File: src/rtl/twbit_serial_sub_if.sv
// Handshake and operand/result bundle for the 12-bit bit-serial subtractor.
interface twbit_serial_sub_if;
  localparam int unsigned W = 12;

  logic         start;
  logic [W-1:0] a;
  logic [W-1:0] b;
  logic [W-1:0] c;
  logic         borrow;
  logic         busy;
  logic         done;

  modport master (
    output start, a, b,
    input  c, borrow, busy, done
  );

  modport slave (
    input  start, a, b,
    output c, borrow, busy, done
  );
endinterface

File: src/rtl/twbit_serial_sub.sv
// Sequential 12-bit bit-serial subtractor: c = a - b, LSB first, one
// full-subtractor cell and a registered borrow, framed by start/busy/done.
// Optional build macro TWBIT_SUB_SATURATE_EN clamps underflowing results to 0.
module twbit_serial_sub (
  input  logic               clk,
  input  logic               rst,
  twbit_serial_sub_if.slave  bus
);
  localparam int unsigned W  = 12;
  localparam int unsigned CW = 4;

  typedef enum logic [1:0] {IDLE, RUN, DONE} state_t;

  state_t        state, state_n;
  logic [CW-1:0] cnt, cnt_n;
  logic [W-1:0]  sa, sa_n;
  logic [W-1:0]  sb, sb_n;
  logic [W-1:0]  sr, sr_n;
  logic          bw, bw_n;
  logic [W-1:0]  c_q, c_n;
  logic          borrow_q, borrow_n;
  logic          busy_q, busy_n;
  logic          done_q, done_n;
  logic          d;
  logic          bstep;
  logic [W-1:0]  diff;

  // State, datapath and registered outputs; reset aborts any operation.
  always_ff @(posedge clk or posedge rst) begin
    if (rst) begin
      state    <= IDLE;
      cnt      <= '0;
      sa       <= '0;
      sb       <= '0;
      sr       <= '0;
      bw       <= 1'b0;
      c_q      <= '0;
      borrow_q <= 1'b0;
      busy_q   <= 1'b0;
      done_q   <= 1'b0;
    end else begin
      state    <= state_n;
      cnt      <= cnt_n;
      sa       <= sa_n;
      sb       <= sb_n;
      sr       <= sr_n;
      bw       <= bw_n;
      c_q      <= c_n;
      borrow_q <= borrow_n;
      busy_q   <= busy_n;
      done_q   <= done_n;
    end
  end

  // Next-state, bit step and output update.
  always_comb begin
    state_n  = state;
    cnt_n    = cnt;
    sa_n     = sa;
    sb_n     = sb;
    sr_n     = sr;
    bw_n     = bw;
    c_n      = c_q;
    borrow_n = borrow_q;
    busy_n   = busy_q;
    done_n   = 1'b0;
    d        = sa[0] ^ sb[0] ^ bw;
    bstep    = (~sa[0] & sb[0]) | (~(sa[0] ^ sb[0]) & bw);
    diff     = {d, sr[W-1:1]};

    case (state)
      IDLE: begin
        if (bus.start) begin
          state_n = RUN;
          sa_n    = bus.a;
          sb_n    = bus.b;
          bw_n    = 1'b0;
          cnt_n   = '0;
          busy_n  = 1'b1;
        end
      end
      RUN: begin
        sa_n  = {1'b0, sa[W-1:1]};
        sb_n  = {1'b0, sb[W-1:1]};
        sr_n  = diff;
        bw_n  = bstep;
        cnt_n = cnt + CW'(1);
        if (cnt == CW'(W - 1)) begin
          state_n  = DONE;
`ifdef TWBIT_SUB_SATURATE_EN
          c_n      = bstep ? '0 : diff;
`else
          c_n      = diff;
`endif
          borrow_n = bstep;
          busy_n   = 1'b0;
          done_n   = 1'b1;
        end
      end
      DONE: begin
        state_n = IDLE;
      end
      default: begin
        state_n = IDLE;
      end
    endcase
  end

  assign bus.c      = c_q;
  assign bus.borrow = borrow_q;
  assign bus.busy   = busy_q;
  assign bus.done   = done_q;
endmodule

File: src/flat_wrapper.sv
// flat-port wrapper written by rule: the top's interface ports become plain ports
module twbit_serial_sub_flat 
  (clk, rst, bus_start, bus_a, bus_b, bus_c, bus_borrow, bus_busy, bus_done);
  twbit_serial_sub_if bus_i ();
  input  logic clk;
  input  logic rst;
  input wire logic [$bits(bus_i.start)-1:0] bus_start;
  input wire logic [$bits(bus_i.a)-1:0] bus_a;
  input wire logic [$bits(bus_i.b)-1:0] bus_b;
  output wire logic [$bits(bus_i.c)-1:0] bus_c;
  output wire logic [$bits(bus_i.borrow)-1:0] bus_borrow;
  output wire logic [$bits(bus_i.busy)-1:0] bus_busy;
  output wire logic [$bits(bus_i.done)-1:0] bus_done;
  assign bus_i.start = bus_start;
  assign bus_i.a = bus_a;
  assign bus_i.b = bus_b;
  assign bus_c = bus_i.c;
  assign bus_borrow = bus_i.borrow;
  assign bus_busy = bus_i.busy;
  assign bus_done = bus_i.done;
  twbit_serial_sub u_core (.clk(clk), .rst(rst), .bus(bus_i));
endmodule
File: config.mk
export PLATFORM = sky130hd
export DESIGN_NAME = twbit_serial_sub_flat
export DESIGN_NICKNAME = d
export VERILOG_FILES = /design/src/rtl/twbit_serial_sub_if.sv /design/src/rtl/twbit_serial_sub.sv /design/src/flat_wrapper.sv
export SDC_FILE = /design/constraint.sdc
export NUM_CORES = 1
export LEC_CHECK = 0
export BUFFER_PORTS_ARGS = -buffer_cell sky130_fd_sc_hd__buf_2
export CORE_MARGIN = 2
export CORE_UTILIZATION = 58
export CTS_BUF_LIST = sky130_fd_sc_hd__clkbuf_8
export DETAILED_ROUTE_END_ITERATION = 6
export GPL_ROUTABILITY_DRIVEN = 0
export HOLD_SLACK_MARGIN = 0.02
export PLACE_DENSITY = 0.93
export SLEW_MARGIN = 10
export SYNTH_ARGS = -nofsm -noshare
export SYNTH_HDL_FRONTEND = slang
export SYNTH_SLANG_ARGS = --single-unit
File: constraint.sdc
create_clock -name clk -period 1.6 [get_ports clk]
set_input_delay 0 -clock clk [delete_from_list [all_inputs] [get_ports clk]]
set_output_delay 0 -clock clk [all_outputs]
set_load 0.01 [all_outputs]
[Yosys cells after proc, flatten, opt, wreduce, memory -nomap -nowiden]
Index checks and enable logic that the tools add are counted.
Word-level totals
  register bits after elaboration: 58
  input bits: 27
  word-level logic and storage cells: 44
Operators by class
  $add $sub $neg: 1
  eq/ne operators: 4
  muxes and demuxes: 16
  bitwise gates (word level): 7
  reduce and logical (&&, ||, !) cells: 6
Operators by type and width (number)
  case mux 12 bit (2 select lines): 2
  2-to-1 mux 12 bit: 2
  case mux 4 bit (2 select lines): 1
  AND reduction 2 bit: 3
  2-to-1 mux 1 bit: 5
  adder 4 x 1 -> 4 bit (second input constant): 1
  == test 4 bit (second input constant): 1
  2-to-1 mux 2 bit: 2
  2-to-1 mux 4 bit: 1
  case mux 1 bit (2 select lines): 2
  case mux 2 bit (2 select lines): 1
  AND reduction 3 bit: 1
  bitwise AND 1 bit: 2
  == test 2 x 1 -> 1 bit (second input constant): 1
  logical NOT 2 bit: 1
  inequality test 2 x 1 -> 1 bit (second input constant): 1
  inequality test 2 bit (second input constant): 1
  inverter 1 bit: 2
  nonzero test 2 bit: 1
  bitwise XOR 1 bit: 2
  bitwise OR 1 bit: 1

[Logic depth before layout (Yosys ltp)]
  word-level depth: 5
  mapped depth: 6
  depth with buffers taken out: 4

[Worst setup path before layout]
OpenSTA, ideal clock, no wires.
  kind: register -> register
  from: register u_core.cnt[0]
  to: register u_core.c_q[0] (netlist: u_core.bus.c[0])
  library setup time: 0.125 ns
  data arrival time: 1.259 ns
  path slack: 0.216 ns
  cell stages (with the launch flop): 6
  buffers on the path: 1
  cell sequence: dfrtp_1 > ha_1 > nand3b_4 > nor2_8 > buf_12 > mux2_4
On the way
  longest elaborated chain between the ends: 2
RTL lines
  start: declaration: RTL line twbit_serial_sub.sv:15  | logic [CW-1:0] cnt, cnt_n;
  start signal: assignment: RTL line twbit_serial_sub.sv:43  | cnt <= cnt_n;
  == test 4 bit: RTL line twbit_serial_sub.sv:88  | if (cnt == CW'(W - 1)) begin
  AND reduction 2 bit (no source line)
  end signal: assignment: RTL line twbit_serial_sub.sv:48  | c_q <= c_n;
  end: declaration: RTL line twbit_serial_sub.sv:20  | logic [W-1:0] c_q, c_n;
No other way between the ends.
A chain may end at the register's enable or synchronous reset.

[Worst setup path in the final report]
  from: register u_core.cnt[0]
  to: register u_core.c_q[9] (netlist: u_core.bus.c[9])
Same word-level chain as after synthesis.

==> flow_metrics.env <==
export IMPL_fin_crit_sh_pct=95.6
export IMPL_whs_endpoint="u_core.state[0]$_DFFE_PP0P_"
export IMPL_post_synthesis_mean_instance_area_sq_um=11.6
export IMPL_unique_masters_post_synth=31
export IMPL_fp_row_count=23
export IMPL_multiInputGateArea_sq_um=945
export IMPL_place_detailed_instances=302
export IMPL_drt_antenna_violating_nets=0
export IMPL_slew_viol_final=0
export IMPL_grt_max_degree=37
export IMPL_synth_top_cells_by_area="dfrtp_1 57%, nand2_1 9.1%, mux2i_1 8.9%"
export IMPL_reg2reg_from="u_core.cnt[0]$_DFFE_PP0P_"
export IMPL_post_synth_top_area_fraction_pct=57.4
export IMPL_dieArea_sq_um=4830
export IMPL_syn_to_layout_area_delta_pct=29.2
export IMPL_h_tree_depth=3
export IMPL_cts_max_path_buffers=2
export IMPL_outcome="finished clean"
export IMPL_fp_coreArea_sq_um=4060
export IMPL_power_total_mw=5.85
export IMPL_worst_r2r_cell_count=4
export IMPL_vias_per_cell=5.23
export IMPL_period_minus_slack_ps=1530
export IMPL_yosys_top_cells_count="60 x nand2_1, 57 x dfrtp_1, 22 x mux2i_1"
export IMPL_postSynthRegisterBits=57
export IMPL_ioPinCount=42
export IMPL_detail_route_drc_violations=0
export IMPL_power_ir_vdd_worst_mv=1.08
export IMPL_final_area_sq_um=3210
export IMPL_critical_path_endpoint_type="flip-flop"
export IMPL_cts_buffers_inserted=9
export IMPL_drive_above_1_share_pct=28.3
export IMPL_clk_pin_slew_worst_paths_ps=60
export IMPL_power_density_nw_per_um2=1820
export IMPL_placement_setup_worst_slack_ps=54.2
export IMPL_maxCapViolations=0
export IMPL_cts_root_buffer_cell="clkbuf_8"
export IMPL_maxSlewHeadroom_pct=63.3
export IMPL_n_antenna_cell=0
export IMPL_synth_warnings=0
export IMPL_syn_nets=243
export IMPL_crit_type="flip-flop to flip-flop"
export IMPL_fillCellCount=255
export IMPL_regArea_sq_um=1430
export IMPL_cts_num_sinks=57
export IMPL_synth_sequential_area_ratio_pct=57.4
export IMPL_synth_top_area_cell="dfrtp_1"
export IMPL_netlist_area_sq_um=2490
export IMPL_hold_path_class="primary input to flip-flop"
export IMPL_postSynth_topFlopCell="dfrtp_1"
export IMPL_die_h_um=69.5
export IMPL_post_route_worst_setup_slack_ps=69.9
export IMPL_max_freq_mhz=654
export IMPL_drtIter0Drc=105
export IMPL_placed_cell_area_sq_um=2750
export IMPL_first_pass_grt_wire_length_um=8850
export IMPL_post_synth_inst_count=214
export IMPL_tightest_slew_ps=549
export IMPL_grt_ovfl_total=0
export IMPL_final_setup_viol_count=0
export IMPL_timing_reg2reg_setup_slack_ps=70
export IMPL_timing_critical_path_from_type="flip-flop"
export IMPL_final_hold_violation_count=0
export IMPL_power_leakage_nw=1.64
export IMPL_port_buffers=41
export IMPL_total_routing_usage_reported_by_global_routing_pct=23.9
export IMPL_synth_edf_count=0
export IMPL_fin_setup_tns_ps=0
export IMPL_design_final_nets=317
export IMPL_estimated_wirelength_of_the_detail_placed_design_um=3130
export IMPL_floorplan_initialDensity_pct=61.3
export IMPL_first_pass_detailed_route_iteration_total=3
export IMPL_route_vias_total=1794
export IMPL_fin_skew_ps=4.96
export IMPL_final_instance_count_excl_fill=343
export IMPL_routed_wire_length_per_instance_um=14.9
export IMPL_source_to_sink_clock_delay_at_the_later_pin_of_the_worst_skew_pair_ps=340
export IMPL_post_cts_setup_buffer_count=0
export IMPL_routed_wl_um=5100
export IMPL_initial_antenna_violation_count=0
export IMPL_vias_in_the_first_global_route=1933
export IMPL_cts_tree="built"
export IMPL_worst_endpoint_arrival_ps=1750
export IMPL_fp_dieW_um=69.5
export IMPL_critical_path_peak_fanout=13
export IMPL_r2r_end="u_core.bus.c[9]$_DFFE_PP0P_"
export IMPL_yosysMostFrequentCell="nand2_1"
export IMPL_worst_hold_path_num_cells=3
export IMPL_rsz_0062_raised_after_global_routing="no"
export IMPL_asyncSetResetFlopFracSynth_pct=100
export IMPL_holdCritStartpoint="bus_start"
export IMPL_critical_path_required_ps=1820
[routing by layer]
metal | up-vias | GRT usage (%) | wire length [um]
met1 | 857 | 27.4 | 2100
met5 | - | 0 | 0
met2 | 51 | 38.5 | 2590
li1 | 868 | - | -
met3 | 18 | 8.87 | 270
met4 | 0 | 13.5 | 141
[through the flow]
stage / hold WS (ps) / util, %
floorplan: 133 / -
global placement: 51.0 / 67.7
detailed placement: 48.5 / 67.7
CTS: 75.9 / 79.0
global route: 119 / 79.2
finish: 96.0 / 79.2
[timing repair]
action                     CTS  global route
hold buffers                25             0
resized for setup            0             2
hold endpoints to repair    45             0
setup endpoints to repair    0             5
[layout by cell type (no fill, tap or decap), types with 2 or more instances in the layout]
cell            n
o21ai_0        21
nand2_1        60
buf_12          2
clkbuf_8       12
o21ai_1         6
a22o_1          3
buf_4           6
mux2i_1        22
buf_2          41
dlygate4sd3_1  25
dfrtp_1        57
inv_1           6
mux2_2          3
mux2_4          9
[cells by family after synthesis]
kind of cell	after synthesis	share of synthesized area, %
muxes	34	15.7
buffers and inverters	17	5.03
AOI/OAI and AO/OA	35	8.10
DFF	57	57.4
adders and majority gates	2	1.31
and+or+nand+nor	69	12.5
[report_power, final]
part / internal, mW / total, mW / switching [mW]
registers: 2.08 / 2.48 / 0.399
logic: 0.981 / 2.01 / 1.02
clock network: 0.832 / 1.37 / 0.538
total: 3.89 / 5.85 / 1.96
[flip-flops by register name, summed over array words and instances (netlist names)]
signal             flops
u_core.bus.busy        1
u_core.bus.c          12
u_core.sr             11
u_core.bus.borrow      1
u_core.bw              1
u_core.bus.done        1
u_core.state           2
u_core.sa             12
u_core.cnt             4
u_core.sb             12
[worst max-delay path: stages, from the launching register on]
cell and delay [ps]:
dfrtp_1 400, ha_2 230, nand3b_4 140, nor2_8 270, mux2_2 370
[worst max path at each step]
stage	startpoint	cells after the start	slack, ps	to
after CTS	u_core.cnt[0]$_DFFE_PP0P_	4	50	u_core.bus.c[9]$_DFFE_PP0P_
after global placement	u_core.cnt[0]$_DFFE_PP0P_	4	140	u_core.bus.c[9]$_DFFE_PP0P_
after detailed placement	u_core.cnt[0]$_DFFE_PP0P_	4	50	u_core.bus.c[9]$_DFFE_PP0P_
after floorplan	rst	1	200	u_core.bus.borrow$_DFFE_PP0P_
after global routing	u_core.cnt[0]$_DFFE_PP0P_	4	8	u_core.bus.c[10]$_DFFE_PP0P_
final	u_core.cnt[0]$_DFFE_PP0P_	4	70	u_core.bus.c[9]$_DFFE_PP0P_
[final cells by class]
cell class	instances	share of cell area, %
Clock buffer	12	5.14
Clock inverter	4	1.32
Inverter	5	0.584
Multi-Input combinational cell	140	29.4
Sequential cell	57	44.4
Tap cell	50	1.95
Timing Repair Buffer	75	17.2
Power figures use the tool's default switching activity.
